**src/rtl/uart_pkg.sv**
```systemverilog
// Shared defaults and 50 MHz divisor table for the UART baud generator.
// Each divisor entry is one oversample period (OVS_DEF ticks per bit) in clock cycles.
package uart_pkg;

    localparam int DIV_W_DEF  = 16;
    localparam int FRAC_W_DEF = 4;
    localparam int OVS_DEF    = 16;
    localparam int PH_W_DEF   = $clog2(OVS_DEF);

    typedef struct packed {
        logic [DIV_W_DEF-1:0]  div_int;
        logic [FRAC_W_DEF-1:0] div_frac;
    } baud_div_t;

    // 50e6 / (16 * baud), fraction in 1/16 steps
    localparam baud_div_t BAUD_9600   = '{div_int: 16'd325, div_frac: 4'd8};
    localparam baud_div_t BAUD_57600  = '{div_int: 16'd54,  div_frac: 4'd4};
    localparam baud_div_t BAUD_115200 = '{div_int: 16'd27,  div_frac: 4'd2};

    function automatic int ph_width(input int ovs);
        return (ovs < 2) ? 1 : $clog2(ovs);
    endfunction

endpackage

```
**src/rtl/uart_frac_divider.sv**
```systemverilog
// Fractional clock divider: shadow divisor, interval counter and fraction accumulator.
// tc flags the terminal-count edge so the parent can advance its phase in lock-step.
module uart_frac_divider
    import uart_pkg::*;
#(
    parameter int DIV_W    = DIV_W_DEF,
    parameter int FRAC_W   = FRAC_W_DEF,
    parameter int DEF_INT  = 27,
    parameter int DEF_FRAC = 2
) (
    input  logic              clk,
    input  logic              rst_n,
    input  logic              en,
    input  logic              load,
    input  logic              restart,
    input  logic [DIV_W-1:0]  div_int,
    input  logic [FRAC_W-1:0] div_frac,
    output logic              tc,
    output logic              tick_ovs,
    output logic              div_err
);

    localparam int CNT_W = DIV_W + 1;

    logic [DIV_W-1:0]  shadow_int_q, shadow_int_d;
    logic [FRAC_W-1:0] shadow_frac_q, shadow_frac_d;
    logic [CNT_W-1:0]  cnt_q, cnt_d;
    logic [FRAC_W-1:0] acc_q, acc_d;
    logic              carry_q, carry_d;
    logic              tick_q, tick_d;
    logic              div_err_q, div_err_d;
    logic [CNT_W-1:0]  period;
    logic [FRAC_W:0]   acc_sum;

    always_comb begin
        period  = {1'b0, shadow_int_q} + CNT_W'(carry_q);
        acc_sum = {1'b0, acc_q} + {1'b0, shadow_frac_q};
        tc      = en && !restart && !div_err_q && (cnt_q == period - CNT_W'(1));
    end

    always_comb begin
        shadow_int_d  = shadow_int_q;
        shadow_frac_d = shadow_frac_q;
        cnt_d         = cnt_q;
        acc_d         = acc_q;
        carry_d       = carry_q;
        tick_d        = 1'b0;
        // A restart beats a coinciding terminal count, so that tick is dropped.
        if (restart) begin
            cnt_d   = '0;
            acc_d   = '0;
            carry_d = 1'b0;
            if (load) begin
                shadow_int_d  = div_int;
                shadow_frac_d = div_frac;
            end
        end else if (tc) begin
            cnt_d            = '0;
            {carry_d, acc_d} = acc_sum;
            tick_d           = 1'b1;
        end else if (en && !div_err_q) begin
            cnt_d = cnt_q + CNT_W'(1);
        end
        div_err_d = (shadow_int_d == '0);
    end

    always_ff @(posedge clk or negedge rst_n) begin
        if (!rst_n) begin
            shadow_int_q  <= DIV_W'(DEF_INT);
            shadow_frac_q <= FRAC_W'(DEF_FRAC);
            cnt_q         <= '0;
            acc_q         <= '0;
            carry_q       <= 1'b0;
            tick_q        <= 1'b0;
            div_err_q     <= (DEF_INT == 0);
        end else begin
            shadow_int_q  <= shadow_int_d;
            shadow_frac_q <= shadow_frac_d;
            cnt_q         <= cnt_d;
            acc_q         <= acc_d;
            carry_q       <= carry_d;
            tick_q        <= tick_d;
            div_err_q     <= div_err_d;
        end
    end

    assign tick_ovs = tick_q;
    assign div_err  = div_err_q;

endmodule

```
**src/rtl/uart_baud_gen_frac.sv**
```systemverilog
// Fractional UART baud generator: oversample, mid-bit and bit ticks plus phase index.
// Load and Sync both restart the phase; Load additionally latches a new divisor.
module uart_baud_gen_frac
    import uart_pkg::*;
#(
    parameter int DIV_W    = DIV_W_DEF,
    parameter int FRAC_W   = FRAC_W_DEF,
    parameter int OVS      = OVS_DEF,
    parameter int DEF_INT  = 27,
    parameter int DEF_FRAC = 2
) (
    input  logic                     Clk,
    input  logic                     Rst_n,
    input  logic                     En,
    input  logic [DIV_W-1:0]         Div_int,
    input  logic [FRAC_W-1:0]        Div_frac,
    input  logic                     Load,
    input  logic                     Sync,
    output logic                     Tick_ovs,
    output logic                     Tick_mid,
    output logic                     Tick_bit,
    output logic [ph_width(OVS)-1:0] Phase,
    output logic                     Div_err
);

    localparam int PH_W = ph_width(OVS);

    logic            restart;
    logic            tc;
    logic [PH_W-1:0] phase_q, phase_d;
    logic            mid_q, mid_d;
    logic            bit_q, bit_d;

    assign restart = Load | Sync;

    uart_frac_divider #(
        .DIV_W    (DIV_W),
        .FRAC_W   (FRAC_W),
        .DEF_INT  (DEF_INT),
        .DEF_FRAC (DEF_FRAC)
    ) u_div (
        .clk      (Clk),
        .rst_n    (Rst_n),
        .en       (En),
        .load     (Load),
        .restart  (restart),
        .div_int  (Div_int),
        .div_frac (Div_frac),
        .tc       (tc),
        .tick_ovs (Tick_ovs),
        .div_err  (Div_err)
    );

    // Phase steps on the same edge that raises Tick_ovs, so decode the new value.
    always_comb begin
        phase_d = phase_q;
        mid_d   = 1'b0;
        bit_d   = 1'b0;
        if (restart) begin
            phase_d = '0;
        end else if (tc) begin
            phase_d = phase_q + PH_W'(1);
            mid_d   = (phase_d == PH_W'(OVS / 2));
            bit_d   = (phase_d == '0);
        end
    end

    always_ff @(posedge Clk or negedge Rst_n) begin
        if (!Rst_n) begin
            phase_q <= '0;
            mid_q   <= 1'b0;
            bit_q   <= 1'b0;
        end else begin
            phase_q <= phase_d;
            mid_q   <= mid_d;
            bit_q   <= bit_d;
        end
    end

    assign Phase    = phase_q;
    assign Tick_mid = mid_q;
    assign Tick_bit = bit_q;

endmodule

```
**config.mk**
```make
export PLATFORM = sky130hd
export DESIGN_NAME = uart_baud_gen_frac
export DESIGN_NICKNAME = d
export VERILOG_FILES = /design/src/rtl/uart_pkg.sv /design/src/rtl/uart_frac_divider.sv /design/src/rtl/uart_baud_gen_frac.sv
export SDC_FILE = /design/constraint.sdc
export NUM_CORES = 1
export LEC_CHECK = 0
export BUFFER_PORTS_ARGS = -buffer_cell sky130_fd_sc_hd__buf_2
export CORE_MARGIN = 3
export CORE_UTILIZATION = 53
export DETAILED_ROUTE_END_ITERATION = 8
export PLACE_DENSITY = 0.73
export REMOVE_ABC_BUFFERS = 1
export SLEW_MARGIN = 20
export SYNTH_ARGS = -nofsm -noshare
export SYNTH_HDL_FRONTEND = slang
export SYNTH_SLANG_ARGS = --single-unit
export TNS_END_PERCENT = 5
```
**constraint.sdc**
```tcl
create_clock -name Clk -period 4 [get_ports Clk]
set_input_delay 0.8 -clock Clk [delete_from_list [all_inputs] [get_ports Clk]]
set_output_delay 0.8 -clock Clk [all_outputs]
set_load 0.01 [all_outputs]
```
* Word-level counts from Yosys, hierarchy flattened *
Index checks and enable logic that the tools add are counted.

cells by class
  add/sub/neg operators = 5
  $mul = 0
  divide/modulo/power cells = 0
  $lt $le $gt $ge = 0
  equality and inequality tests = 2
  shift operators = 0
  multiplexer cells = 17
  bitwise gates (word level) = 1
  reductions and logical operators = 11

operators by type and width
  operator                 number
  $mux W17                 3
  $mux W16                 2
  $add A16 B1 Y17          1
  $add A17 B1 Y17 const B  1
  $eq A17 B17 Y1           1
  $sub A17 B1 Y17 const B  1
  $logic_not A16 Y1        1
  $mux W4                  4
  $mux W1                  8
  $add A4 B4 Y5            1
  $add A4 B1 Y4 const B    1
  $eq A4 B4 Y1 const B     1
  $logic_and A1 B1 Y1      4
  $logic_not A4 Y1         1
  $reduce_bool A3 Y1       1
  $logic_not A1 Y1         2
  $reduce_and A2 Y1        1
  $reduce_bool A2 Y1       1
  $or A1 B1 Y1             1

word-level totals
  bits in registers = 50
  latch bits = 0
  bits in writable memories = 0
  ROM bits = 0
  bits of input ports = 25
  output and inout port bits = 8
  word-level logic and storage cells = 46
  memories kept = 0

* Depth between registers and ports, before layout *
  depth in word-level cells = 7
  mapped depth = 13
  mapped depth without buffers = 10

* Cells and area by module *
Synthesis repeated with hierarchy kept, for this count alone.

second synthesis, totals
  cells, all modules = 296
  area total of the unflattened synthesis = 3146.8 µm²

modules (own cells, without submodules)
  module              instances  cells each  area each (µm²)  sequential area each (µm²)
  uart_frac_divider   1          269         2849.0           1107.3
  uart_baud_gen_frac  1          27          297.8            150.1

* Worst setup path after synthesis *
No wires, ideal clock.

  path kind = register to register
  start point = reg u_div.carry_q
  end point = reg u_div.cnt_q[11]
  setup time = 0.119 ns
  data arrival time = 3.083 ns
  data required time = 3.881 ns
  slack = 0.798 ns
  cell stages (with the launch flop) = 14
  path buffers = 3
  period minus slack after synthesis = 3.202 ns
  cell sequence = dfrtp_1 > inv_1 > ha_1 > ha_1 > clkbuf_2 > or4b_2 > or4_1 > a21oi_1 > o21ai_1 > or4b_1 > buf_6 > nand2_8 > buf_8 > nor2_1

on the way
  cells in the longest elaborated chain, start to end = 6
  elaborated cells on any way between the ends = 7
  those cells by class = add/sub: 2; eq/ne: 1; mux: 2; reduce/logical: 2

RTL lines
  element                 RTL line                 RTL
  from (decl)             uart_frac_divider.sv:29  logic carry_q, carry_d;
  from (signal assigned)  uart_frac_divider.sv:81  carry_q <= carry_d;
  $add A16 B1 Y17 *       uart_frac_divider.sv:36  period = {1'b0, shadow_int_q} + CNT_W'(carry_q);
  $sub A17 B1 Y17 *       uart_frac_divider.sv:38  tc = en && !restart && !div_err_q && (cnt_q == period - CNT_W'(1));
  $eq A17 B17 Y1 *        uart_frac_divider.sv:38
  $logic_and A1 B1 Y1 *   uart_frac_divider.sv:38
  $mux W17                uart_frac_divider.sv:57  end else if (tc) begin
  $mux W17                uart_frac_divider.sv:49  if (restart) begin
  to (signal assigned)    uart_frac_divider.sv:79  cnt_q <= cnt_d;
  to (decl)               uart_frac_divider.sv:27  logic [CNT_W-1:0] cnt_q, cnt_d;

Every way passes the cells marked *; elsewhere a longest branch is shown, timed or not.
A chain may end at the register's enable or synchronous reset.

* Worst setup path after layout *
  start point = reg u_div.carry_q
  end point = reg u_div.cnt_q[16]

Same word-level chain as after synthesis.

==> flow_summary.ini <==
[outcome]
run_status = completed

[setup_path]
worst-endpoint-required_ns = 4.20
highest_cell_delay_on_the_worst_timing_path_ns = 0.84
worstSetupEndpoint = u_div.cnt_q[16]
crit_path_start_kind = register
ff2ff_path_depth = 10
crit-reg2reg-capture = u_div.cnt_q[16]
critical_path_arrival_ns = 3.65
worstReg2RegStart = u_div.carry_q
crit_path_start = u_div.carry_q
cpMaxStageDelayCell = or4b_1
timing.critical_path.fanout_max = 17
reg2reg_setup_slack_ns = 0.55
critical_path.endpoint_type = register
cp_common_cell = ha_1
ws_path_type = register to register
worstPathCellList = inv_1 > ha_1 > ha_1 > or4b_2 > or4_1 > a21oi_1 > o21ai_1 > or4b_1 > nand2_8 > nor2_1

[synthesis]
synth-adder-area-share_pct = 4.507
synth_compound_gate_area_share_pct = 6.845
synth_cell_types = 48
seq_area_frac_synth_pct = 42.73
synthMuxAreaShare_pct = 9.226
synth-xor-area-share_pct = 11.01
yosys.area.top_type = dfrtp_1
avgSynthCellArea_um2 = 10.01
ys_seq_elements = 50
synth_simple_gate_area_share_pct = 21.77
yosysTopAreaCellShare_pct = 38.27
main_combinational_cell_family_by_area_after_synthesis = simple AND/OR/NAND/NOR gates
post_synth_instance_area_um2 = 2943
post_synth_inst_count = 294
synth_warnings = 0
yosys-top-cells-area = dfrtp_1 (38%), mux2_2 (6.5%), xor2_1 (5.7%)

[power_and_ir_drop]
worst_vdd_ir_mv = 0.2022
power_density_nw_per_um2 = 311.5
power.leakage_nw = 1.430

[sta]
worstMarginPinSlew_ns = 0.6346
finalWorstPathRequiredPeriod_ns = 3.448
unrepaired_setup_endpoints_after_global_routing = no
setup_viol = 0
tns_ns = 0
finalHoldViolCount = 0
max_clock_freq_mhz = 290.0
slew-limit-headroom_pct = 57.69
min_period_over_period_pct = 86.21
final.setup_skew_ns = 0.007306
timing_max_transition_violations_final = 0

[detailed_routing]
drc_violations_left = 0
detail-route-antenna-nets = 0
drt_first_pass_iters = 5
drt_iter0_markers = 105
route.vias.total = 2263
drt-total-wl_um = 6237
wire_per_inst_um = 15.83
post_drt_via_cell_ratio = 5.744

[floorplanning]
start_util_pct = 56.19
core_region_area_um2 = 5238
fp-row-count = 26
boundaryPins = 33
die_x_um = 80.52
full_die_area_um2 = 6483
floorplan.die.height_um = 80.52

[global_route]
grt_pass1_vias = 2306
grt_start_max_net_pins = 51
wire_length_of_the_first_global_routing_pass_um = 11040
grt_usage_pct = 22.07
grt_antenna_before_repair = 0
overflow = 0

[layout]
drive_gt1_share_pct = 22.53
fin_area_um2 = 3244
synthToLayoutAreaGrowth_pct = 10.25
layout.filler_cells = 470
final_common_cell = dfrtp_1
layout.cells.most_common_list = dfrtp_1 (45), buf_2 (31), nor2_1 (30)
final_util_pct = 61.94
ant_diodes = 0
num-nets-final = 358

[clock_tree]
cts.sink_count = 50
worstSkewPairLatency_ns = 0.31
tritoncts = built
cts.htree.levels = 2
postCtsHoldBufs = 0
cts-root-to-sink-buffers = 2
cts.repair.resized = 0
ctsRootBufferMaster = clkbuf_8
cts.clk_slew.worst_paths_ns = 0.09
post_cts.repair.setup_buffers = 0
cts_made_buffers = 5

[place]
io_buffer_count = 32
place_congestion = 0.8343
detailed_place_hpwl_um = 4669
post_dp_cell_area_um2 = 3147

[job]
timing.max_cap.violations = 0

[min_path]
worst_hold_path_type = primary input to async pin
[Yosys cell counts, drive strengths merged]
| cell | number |
|---|---|
| dfrtp | 45 |
| nor2 | 30 |
| nand2 | 20 |
| xor2 | 19 |
| xnor2 | 18 |
| mux2 | 17 |
| nand3 | 16 |
| clkbuf | 11 |
| inv | 11 |
| ha | 9 |
| mux2i | 8 |
| nand4 | 8 |
| nor3 | 8 |
| o21ai | 8 |
| nor4 | 7 |
| a21oi | 5 |
| dfstp | 5 |
| o31ai | 5 |
| or4 | 5 |
| and4 | 4 |
| nor2b | 4 |
| buf | 3 |
| nand2b | 3 |
| o311ai | 3 |
| or3 | 3 |
| or4b | 3 |
| a21o | 2 |
| nor3b | 2 |
| o22ai | 2 |
| a221o | 1 |
| a31o | 1 |
| a31oi | 1 |
| and3 | 1 |
| fa | 1 |
| nand3b | 1 |
| nand4b | 1 |
| o2111ai | 1 |
| o211ai | 1 |
| or2 | 1 |
[report_power, final]
group / switching (W) / leakage (nW) / internal [W]
logic: 0.0000759 / 0.736 / 0.0000630
clock network: 0.000172 / 0.0472 / 0.000139
registers: 0.0000309 / 0.647 / 0.000530
total: 0.000279 / 1.43 / 0.000732
[flip-flops by register name (all words and copies together), names as in the netlist]
name and flops:
u_div.cnt_q 17, u_div.acc_q 4, u_div.shadow_int_q 16, u_div.shadow_frac_q 4, u_div.carry_q 1, Tick_bit 1
Tick_mid 1, u_div.div_err 1, u_div.tick_ovs 1, Phase 4
[worst min path at each step]
stage	start	endpoint	slack (ns)	cells past startpoint
4_1_cts	u_div.shadow_frac_q[0]	u_div.shadow_frac_q[0]	0.53	1
3_3_place_gp	u_div.shadow_frac_q[2]	u_div.shadow_frac_q[2]	0.50	1
3_5_place_dp	u_div.shadow_frac_q[0]	u_div.shadow_frac_q[0]	0.51	1
2_1_floorplan	u_div.shadow_frac_q[0]	u_div.shadow_frac_q[0]	0.48	1
6_report	Rst_n	Tick_mid	0.50	1
5_1_grt	u_div.shadow_frac_q[0]	u_div.shadow_frac_q[0]	0.53	1
[per-layer routing]
layer | global-route usage, % | share of wire, % | wire, um
met4 | 7.432 | 1.6 | 99
met3 | 3.812 | 4.5 | 282
met1 | 28.32 | 45 | 2822
met5 | 0 | 0 | 0
met2 | 37.50 | 49 | 3032
[cell families (layout without fill, tap and decap cells)]
family | count (synthesis) | in the layout
and+or+nand+nor | 117 | 117
xor gates and xnor gates | 37 | 37
adders and majority gates | 10 | 10
buffers and inverters | 25 | 55
AOI/OAI and AO/OA | 30 | 30
muxes | 25 | 25
DFF | 50 | 50
[area by class of cell]
class | instances | area, um^2 | share of cell area [%]
clock buffer | 6 | 82.58 | 2.545
clock inverter | 2 | 12.51 | 0.3857
inverter | 11 | 41.29 | 1.273
multi-input combinational | 219 | 1570 | 48.40
sequential | 50 | 1257 | 38.76
tap | 70 | 87.58 | 2.700
timing repair buffer | 36 | 192.7 | 5.939
[through the flow]
stage | setup slack (ns) | std cells | hold WS (ns) | total power [W]
2_1_floorplan | 0.6118 | 280 | 0.4848 | 0.0006503
3_3_place_gp | 0.6515 | 386 | 0.4980 | 0.0007025
3_5_place_dp | 0.5459 | 386 | 0.5104 | 0.0007095
4_1_cts | 0.5314 | 394 | 0.5310 | 0.001020
5_1_grt | 0.3894 | 394 | 0.5336 | 0.001066
6_report | 0.5518 | 394 | 0.4997 | 0.001011
[critical path: cells and delay by family, from the launching register on]
family,cells,cell delay [ns]
AO/OA/AOI/OAI,2,0.28
adder cells (fa/ha/maj),2,0.37
buffers and inverters,1,0.06
flip-flops,1,0.40
AND/OR/NAND/NOR,5,2.22
Power figures use the tool's default switching activity.
